==> src/rtl/wb_arb_pkg.sv <==
// Shared types and constants for the two-master Wishbone port arbiter.
// Imported by the arbiter top and its round-robin helper.
package wb_arb_pkg;

  typedef enum logic [1:0] {
    IDLE = 2'd0,
    BUS0 = 2'd1,
    BUS1 = 2'd2,
    TOUT = 2'd3
  } arb_state_t;

  localparam logic [31:0] TIMEOUT_DATA = 32'hDEAD_BEEF;
  localparam logic        M0           = 1'b0;
  localparam logic        M1           = 1'b1;
  localparam int unsigned CNT_W        = 10;

endpackage

==> src/rtl/wb_arb_rr.sv <==
// Two-way round-robin pointer and grant decision.
// The pointer holds the last owner; ties go to the other master.
module wb_arb_rr
  import wb_arb_pkg::*;
(
  input  logic       clk,
  input  logic       rst_n,
  input  logic [1:0] req_i,
  input  logic       upd_i,
  input  logic       upd_idx_i,
  output logic       gnt_vld_o,
  output logic       gnt_idx_o
);

  logic last_q;
  logic last_d;

  always_comb begin
    last_d = last_q;
    if (upd_i) last_d = upd_idx_i;
  end

  always_ff @(posedge clk or negedge rst_n) begin
    if (!rst_n) last_q <= M1;
    else        last_q <= last_d;
  end

  always_comb begin
    gnt_vld_o = |req_i;
    gnt_idx_o = M0;
    unique case (1'b1)
      &req_i:               gnt_idx_o = ~last_q;
      req_i[1] & ~req_i[0]: gnt_idx_o = M1;
      default:              gnt_idx_o = M0;
    endcase
  end

endmodule

==> src/rtl/wb_port_arbiter.sv <==
// Arbitrates two Wishbone masters onto one slave port with a
// slave-wait timeout that forces an error acknowledge.
module wb_port_arbiter
  import wb_arb_pkg::*;
#(
  parameter int unsigned TIMEOUT = 255
) (
  input  logic        wb_clk_i,
  input  logic        wb_rst_ni,
  input  logic [1:0]  m_cyc_i,
  input  logic [1:0]  m_stb_i,
  input  logic [1:0]  m_we_i,
  input  logic [7:0]  m_sel_i,
  input  logic [63:0] m_adr_i,
  input  logic [63:0] m_dat_i,
  output logic [1:0]  m_ack_o,
  output logic [63:0] m_dat_o,
  output logic        s_cyc_o,
  output logic        s_stb_o,
  output logic        s_we_o,
  output logic [3:0]  s_sel_o,
  output logic [31:0] s_adr_o,
  output logic [31:0] s_dat_o,
  input  logic        s_ack_i,
  input  logic [31:0] s_dat_i,
  output logic [1:0]  grant_o,
  output logic        timeout_o
);

  localparam logic [CNT_W-1:0] CNT_MAX = CNT_W'(TIMEOUT - 1);

  arb_state_t       state_q, state_d;
  logic             owner_q, owner_d;
  logic [CNT_W-1:0] cnt_q, cnt_d;
  logic [1:0]       grant_q, grant_d;
  logic             tout_q, tout_d;

  logic [1:0] req;
  logic       rr_vld;
  logic       rr_idx;
  logic       rr_upd;
  logic       own_cyc;
  logic [5:0] base;
  logic [2:0] sbase;

  assign req     = m_cyc_i & m_stb_i;
  assign own_cyc = m_cyc_i[owner_q];
  assign base    = {owner_q, 5'd0};
  assign sbase   = {owner_q, 2'd0};

  wb_arb_rr u_rr (
    .clk       (wb_clk_i),
    .rst_n     (wb_rst_ni),
    .req_i     (req),
    .upd_i     (rr_upd),
    .upd_idx_i (owner_q),
    .gnt_vld_o (rr_vld),
    .gnt_idx_o (rr_idx)
  );

  always_comb begin
    state_d = state_q;
    owner_d = owner_q;
    rr_upd  = 1'b0;
    unique case (state_q)
      IDLE: begin
        if (rr_vld) begin
          owner_d = rr_idx;
          state_d = rr_idx ? BUS1 : BUS0;
        end
      end
      BUS0, BUS1: begin
        if (!own_cyc) begin
          rr_upd  = 1'b1;
          state_d = IDLE;
        end else if (s_stb_o && !s_ack_i
                     && cnt_q == CNT_MAX) begin
          state_d = TOUT;
        end
      end
      TOUT: begin
        if (own_cyc) state_d = owner_q ? BUS1 : BUS0;
        else         state_d = IDLE;
      end
      default: state_d = IDLE;
    endcase
  end

  // Wait counter restarts on any state change, ack or idle strobe.
  always_comb begin
    cnt_d = cnt_q + CNT_W'(1);
    if (state_d != state_q || s_ack_i || !s_stb_o)
      cnt_d = '0;
  end

  always_comb begin
    grant_d = 2'b00;
    unique case (state_d)
      BUS0:    grant_d = 2'b01;
      BUS1:    grant_d = 2'b10;
      TOUT:    grant_d = owner_d ? 2'b10 : 2'b01;
      default: grant_d = 2'b00;
    endcase
    tout_d = (state_d == TOUT);
  end

  always_ff @(posedge wb_clk_i or negedge wb_rst_ni) begin
    if (!wb_rst_ni) begin
      state_q <= IDLE;
      owner_q <= M0;
      cnt_q   <= '0;
      grant_q <= 2'b00;
      tout_q  <= 1'b0;
    end else begin
      state_q <= state_d;
      owner_q <= owner_d;
      cnt_q   <= cnt_d;
      grant_q <= grant_d;
      tout_q  <= tout_d;
    end
  end

  always_comb begin
    s_cyc_o = 1'b0;
    s_stb_o = 1'b0;
    s_we_o  = 1'b0;
    s_sel_o = '0;
    s_adr_o = '0;
    s_dat_o = '0;
    m_ack_o = '0;
    m_dat_o = '0;
    unique case (state_q)
      BUS0, BUS1: begin
        s_cyc_o = own_cyc;
        s_stb_o = own_cyc & m_stb_i[owner_q];
        s_we_o  = m_we_i[owner_q];
        s_sel_o = m_sel_i[sbase +: 4];
        s_adr_o = m_adr_i[base +: 32];
        s_dat_o = m_dat_i[base +: 32];
        m_ack_o[owner_q]    = s_ack_i & own_cyc;
        m_dat_o[base +: 32] = s_dat_i;
      end
      TOUT: begin
        m_ack_o[owner_q]    = 1'b1;
        m_dat_o[base +: 32] = TIMEOUT_DATA;
      end
      default: ;
    endcase
  end

  assign grant_o   = grant_q;
  assign timeout_o = tout_q;

endmodule

==> config.mk <==
export PLATFORM = sky130hd
export DESIGN_NAME = wb_port_arbiter
export DESIGN_NICKNAME = d
export VERILOG_FILES = /design/src/rtl/wb_arb_pkg.sv /design/src/rtl/wb_arb_rr.sv /design/src/rtl/wb_port_arbiter.sv
export SDC_FILE = /design/constraint.sdc
export NUM_CORES = 1
export LEC_CHECK = 0
export CAP_MARGIN = 20
export CORE_AREA = 2 2 124 126
export CTS_CLUSTER_SIZE = 40
export DETAILED_ROUTE_END_ITERATION = 16
export DIE_AREA = 0 0 126 128
export GPL_TIMING_DRIVEN = 0
export SLEW_MARGIN = 20
export SYNTH_ARGS = -nofsm -noshare
export SYNTH_HDL_FRONTEND = slang
export SYNTH_SLANG_ARGS = --single-unit
==> constraint.sdc <==
create_clock -name wb_clk_i -period 3.2 [get_ports wb_clk_i]
set_input_delay 0.96 -clock wb_clk_i [delete_from_list [all_inputs] [get_ports wb_clk_i]]
set_output_delay 0.96 -clock wb_clk_i [all_outputs]
set_load 0.005 [all_outputs]
==> out/results.txt <==
Syn Nets: 559
Worst-case clock buffer depth: 2
Largest family of logic cells by synthesized area: simple AND/OR/NAND/NOR gates
Simple-gate share of the synthesized area: 40.3%
Logic pwr share: 88.4%
Pint: 0.00284 W
Number of distinct library cells after synthesis: 42
Peak supply drop: 0.000254 V
Starting Density: 18.1%
Fill cells: 1492
First-pass GRT wire length: 20800 µm
Worst EP required: 2.24 ns
Status: finished, final reports clean
Post-synth top flop: dfrtp_1
1st-pass router iterations: 4
CP Cell Sequence: clkdlybuf4s50_1, mux2i_1, nor2b_2, clkdlybuf4s50_1
Synth Instances: 377
I/O pin count: 317
Placed instance area: 6090 µm²
WL/cell: 15.8 µm
Seq/Total Area, Yosys: 15.8%
RSZ-0062 raised after global routing: true
Final ANT Viol Nets: 0
Vias in the first global route: 3771
Root buffer cell: clkbuf_16
Final worst path period share: 98.4%
Port bufs: 316
Post-DP HPWL: 12200 µm
DIE AREA: 16100 µm²
Adder-cell share of the synthesized area: 2.32%
Final setup fails: 0
Rows: 45
Core area: 14900 µm²
Max-cap violations: 0
Global-route usage over all layers: 15.9%
Multi-input gate area: 2160 µm²
Pwr Total: 0.00463 W
Slew margin rel.: 51.0%
H-tree depth: 1
Hold buffers post-CTS: 0
Mux share of post-synthesis cell area: 26.0%
CTS tree: done
Critical Path End Type: output port
DRC Markers: 0
Switching Power: 0.00179 W
Clk pwr share: 5.4%
Sw Share: 38.7%
Max Fclk: 318 MHz
Final nets: 882
Die extent in y: 128 µm
P&R area growth vs syn: 134%
Fin area: 6320 µm²
Worst-Margin Slew: 0.732 ns
Hold WS: 0.524 ns
Worst Path Arrival: 2.19 ns
Clock slew at reported path FFs: 0.05 ns
CTS buffer count: 3
Vias per cell: 4.26
CP Class: primary input to output port
Startpoint types: primary input
Share of layout cells above drive strength 1: 8.30%
Hold Crit Class: flip-flop to flip-flop
Number of synthesized flops with an enable pin: 0
RePlAce Congestion: 0.908
Chip width: 126 µm
Via Count: 3783
PD cells: 734 nW/µm²
Synthesized area per cell: 7.15 µm²
Worst skew pair latency: 0.25 ns
Final hold viol count: 0
Clk sinks: 17
Complex-gate fraction of the synthesized area: 7.29%
Yosys warnings: 0
Final WL: 14100 µm
Xor/xnor cell area share of the yosys netlist: 2.60%
Worst stage delay on the critical path: 0.52 ns
Syn Std Cell Area: 2700 µm²
Reg power frac: 6.2%
DRT iter0 DRCs: 92
#FFs+latches synth: 17
Largest net degree at the start of global routing: 18
Worst-path fanout max: 1
Antenna violations before repair: 0
Register Area: 429 µm²
Ys async rst share: 100%
Slowest stage cell, crit path: clkdlybuf4s50_1
Remaining Overflow, GRT: 0
Tmin final: 3.15 ns
Leak: 2.71 nW
Setup Skew: 0.00255 ns
Slew Viols, Final: 0
Crit path top cell by count: clkdlybuf4s50_1
[stage by stage]
| step | util, % | setup WS, ns | setup TNS (ns) | instances |
|---|---|---|---|---|
| 3_3_place_gp | 41.0 | -0.677 | -10.03 | 881 |
| 3_5_place_dp | 41.0 | -0.682 | -11.17 | 881 |
| 6_report | 42.5 | 0.0516 | 0 | 888 |
| 2_1_floorplan | - | 0.575 | 0 | 377 |
| 5_1_grt | 42.5 | -0.0257 | -0.100 | 887 |
| 4_1_cts | 42.1 | -0.00000733 | -0.00000733 | 887 |
[cells by family after synthesis]
logic type                 Yosys count
AOI/OAI and AO/OA                   27
muxes                               70
DFF                                 17
adders and majority gates            5
xor gates and xnor gates             8
and+or+nand+nor                    214
buffers and inverters               36
[critical path: cells and delay by family]
| kind | cells | cell delay (ns) |
|---|---|---|
| buf+inv | 2 | 0.99 |
| mux | 1 | 0.09 |
| simple gates | 1 | 0.16 |
[routing by layer]
layer  share of wire [%]  wire length [µm]  global-route usage [%]
met1                  39              5460                    18.7
met2                  53              7480                    30.8
met3                 7.4              1050                    3.21
met4                0.48                67                    1.68
met5                   0                 0                       0
[sequential cells by signal, indices dropped and copies added (netlist names)]
name,flops
cnt_q,10
owner_q,1
state_q,2
timeout_o,1
u_rr.last_q,1
grant_o,2
[cell usage in the layout, fill, tap and decap left out, types with 4 or more instances in the layout]
| cell type | synthesis | routed |
|---|---|---|
| inv_1 | 5 | 5 |
| nor2_1 | 105 | 100 |
| nor2_2 | 0 | 4 |
| nand2b_1 | 11 | 10 |
| nand2_1 | 7 | 7 |
| clkbuf_4 | 0 | 7 |
| o21ai_0 | 5 | 5 |
| a21oi_1 | 7 | 6 |
| buf_2 | 11 | 7 |
| xnor2_1 | 4 | 4 |
| ha_1 | 5 | 4 |
| dfrtp_1 | 16 | 14 |
| mux2i_1 | 70 | 70 |
| nor2b_1 | 70 | 67 |
| dlymetal6s2s_1 | 0 | 4 |
| clkdlybuf4s50_1 | 0 | 307 |
| buf_4 | 1 | 14 |
| clkbuf_2 | 0 | 5 |
| xor2_1 | 4 | 4 |
[timing repair]
item,4_1_cts,5_1_grt
resized for setup,49,33
gates cloned,0,0
pin swaps,0,0
setup buffers,4,0
setup endpoints to repair,137,111
[cells in the mapped netlist, types with 2 or more instances]
library cell / count / share of area (%)
inv_1: 5 / 0.70
a21oi_4: 2 / 1.2
nor3_1: 3 / 0.56
ha_1: 5 / 2.3
nand2_1: 7 / 0.97
nor2b_1: 70 / 16
clkbuf_1: 19 / 2.6
nand4_1: 2 / 0.46
nand2b_1: 11 / 2.6
a21boi_1: 2 / 0.56
and3_1: 2 / 0.46
and2_1: 2 / 0.46
o21ai_0: 5 / 0.93
dfrtp_1: 16 / 15
nor2_1: 105 / 15
xor2_1: 4 / 1.3
a21oi_1: 7 / 1.3
xnor2_1: 4 / 1.3
buf_2: 11 / 2.0
mux2i_1: 70 / 26
a21o_1: 2 / 0.56
nand3_1: 3 / 0.56
[path summary, 6_finish.rpt]
kind,from,endpoint,slack (ns),depth (start not counted)
max in group asynchronous,wb_rst_ni,state_q[1]$_DFF_PN0_,1.54,1
setup reg to reg,state_q[0]$_DFF_PN0_,grant_o[0]$_DFF_PN0_,1.05,8
setup / recovery,m_dat_i[49],s_dat_o[17],0.05,4
hold reg to reg,cnt_q[0]$_DFF_PN0_,cnt_q[0]$_DFF_PN0_,0.52,1
min in group asynchronous,wb_rst_ni,cnt_q[1]$_DFF_PN0_,1.15,1
hold / removal,cnt_q[0]$_DFF_PN0_,cnt_q[0]$_DFF_PN0_,0.52,1
[layout make-up]
type	instances	share of cell area, %
antenna	1	0.0396
buffer	29	3.17
inverter	5	0.297
clock buffer	4	1.25
multi-input combinational	324	34.2
sequential	17	6.79
tap	188	3.72
timing repair buffer	320	50.5
[power groups by stage]
stage / Clock (W) / Sequential, W / Combinational, W
final: 0.000251 / 0.000289 / 0.00409
after global routing: 0.000263 / 0.000296 / 0.00441
after CTS: 0.000253 / 0.000288 / 0.00410
after detailed placement: 0 / 0.000296 / 0.00394
after global placement: 0 / 0.000296 / 0.00392
after floorplan: 0 / 0.000290 / 0.00175
No activity file was read; power rests on OpenSTA's default activity.
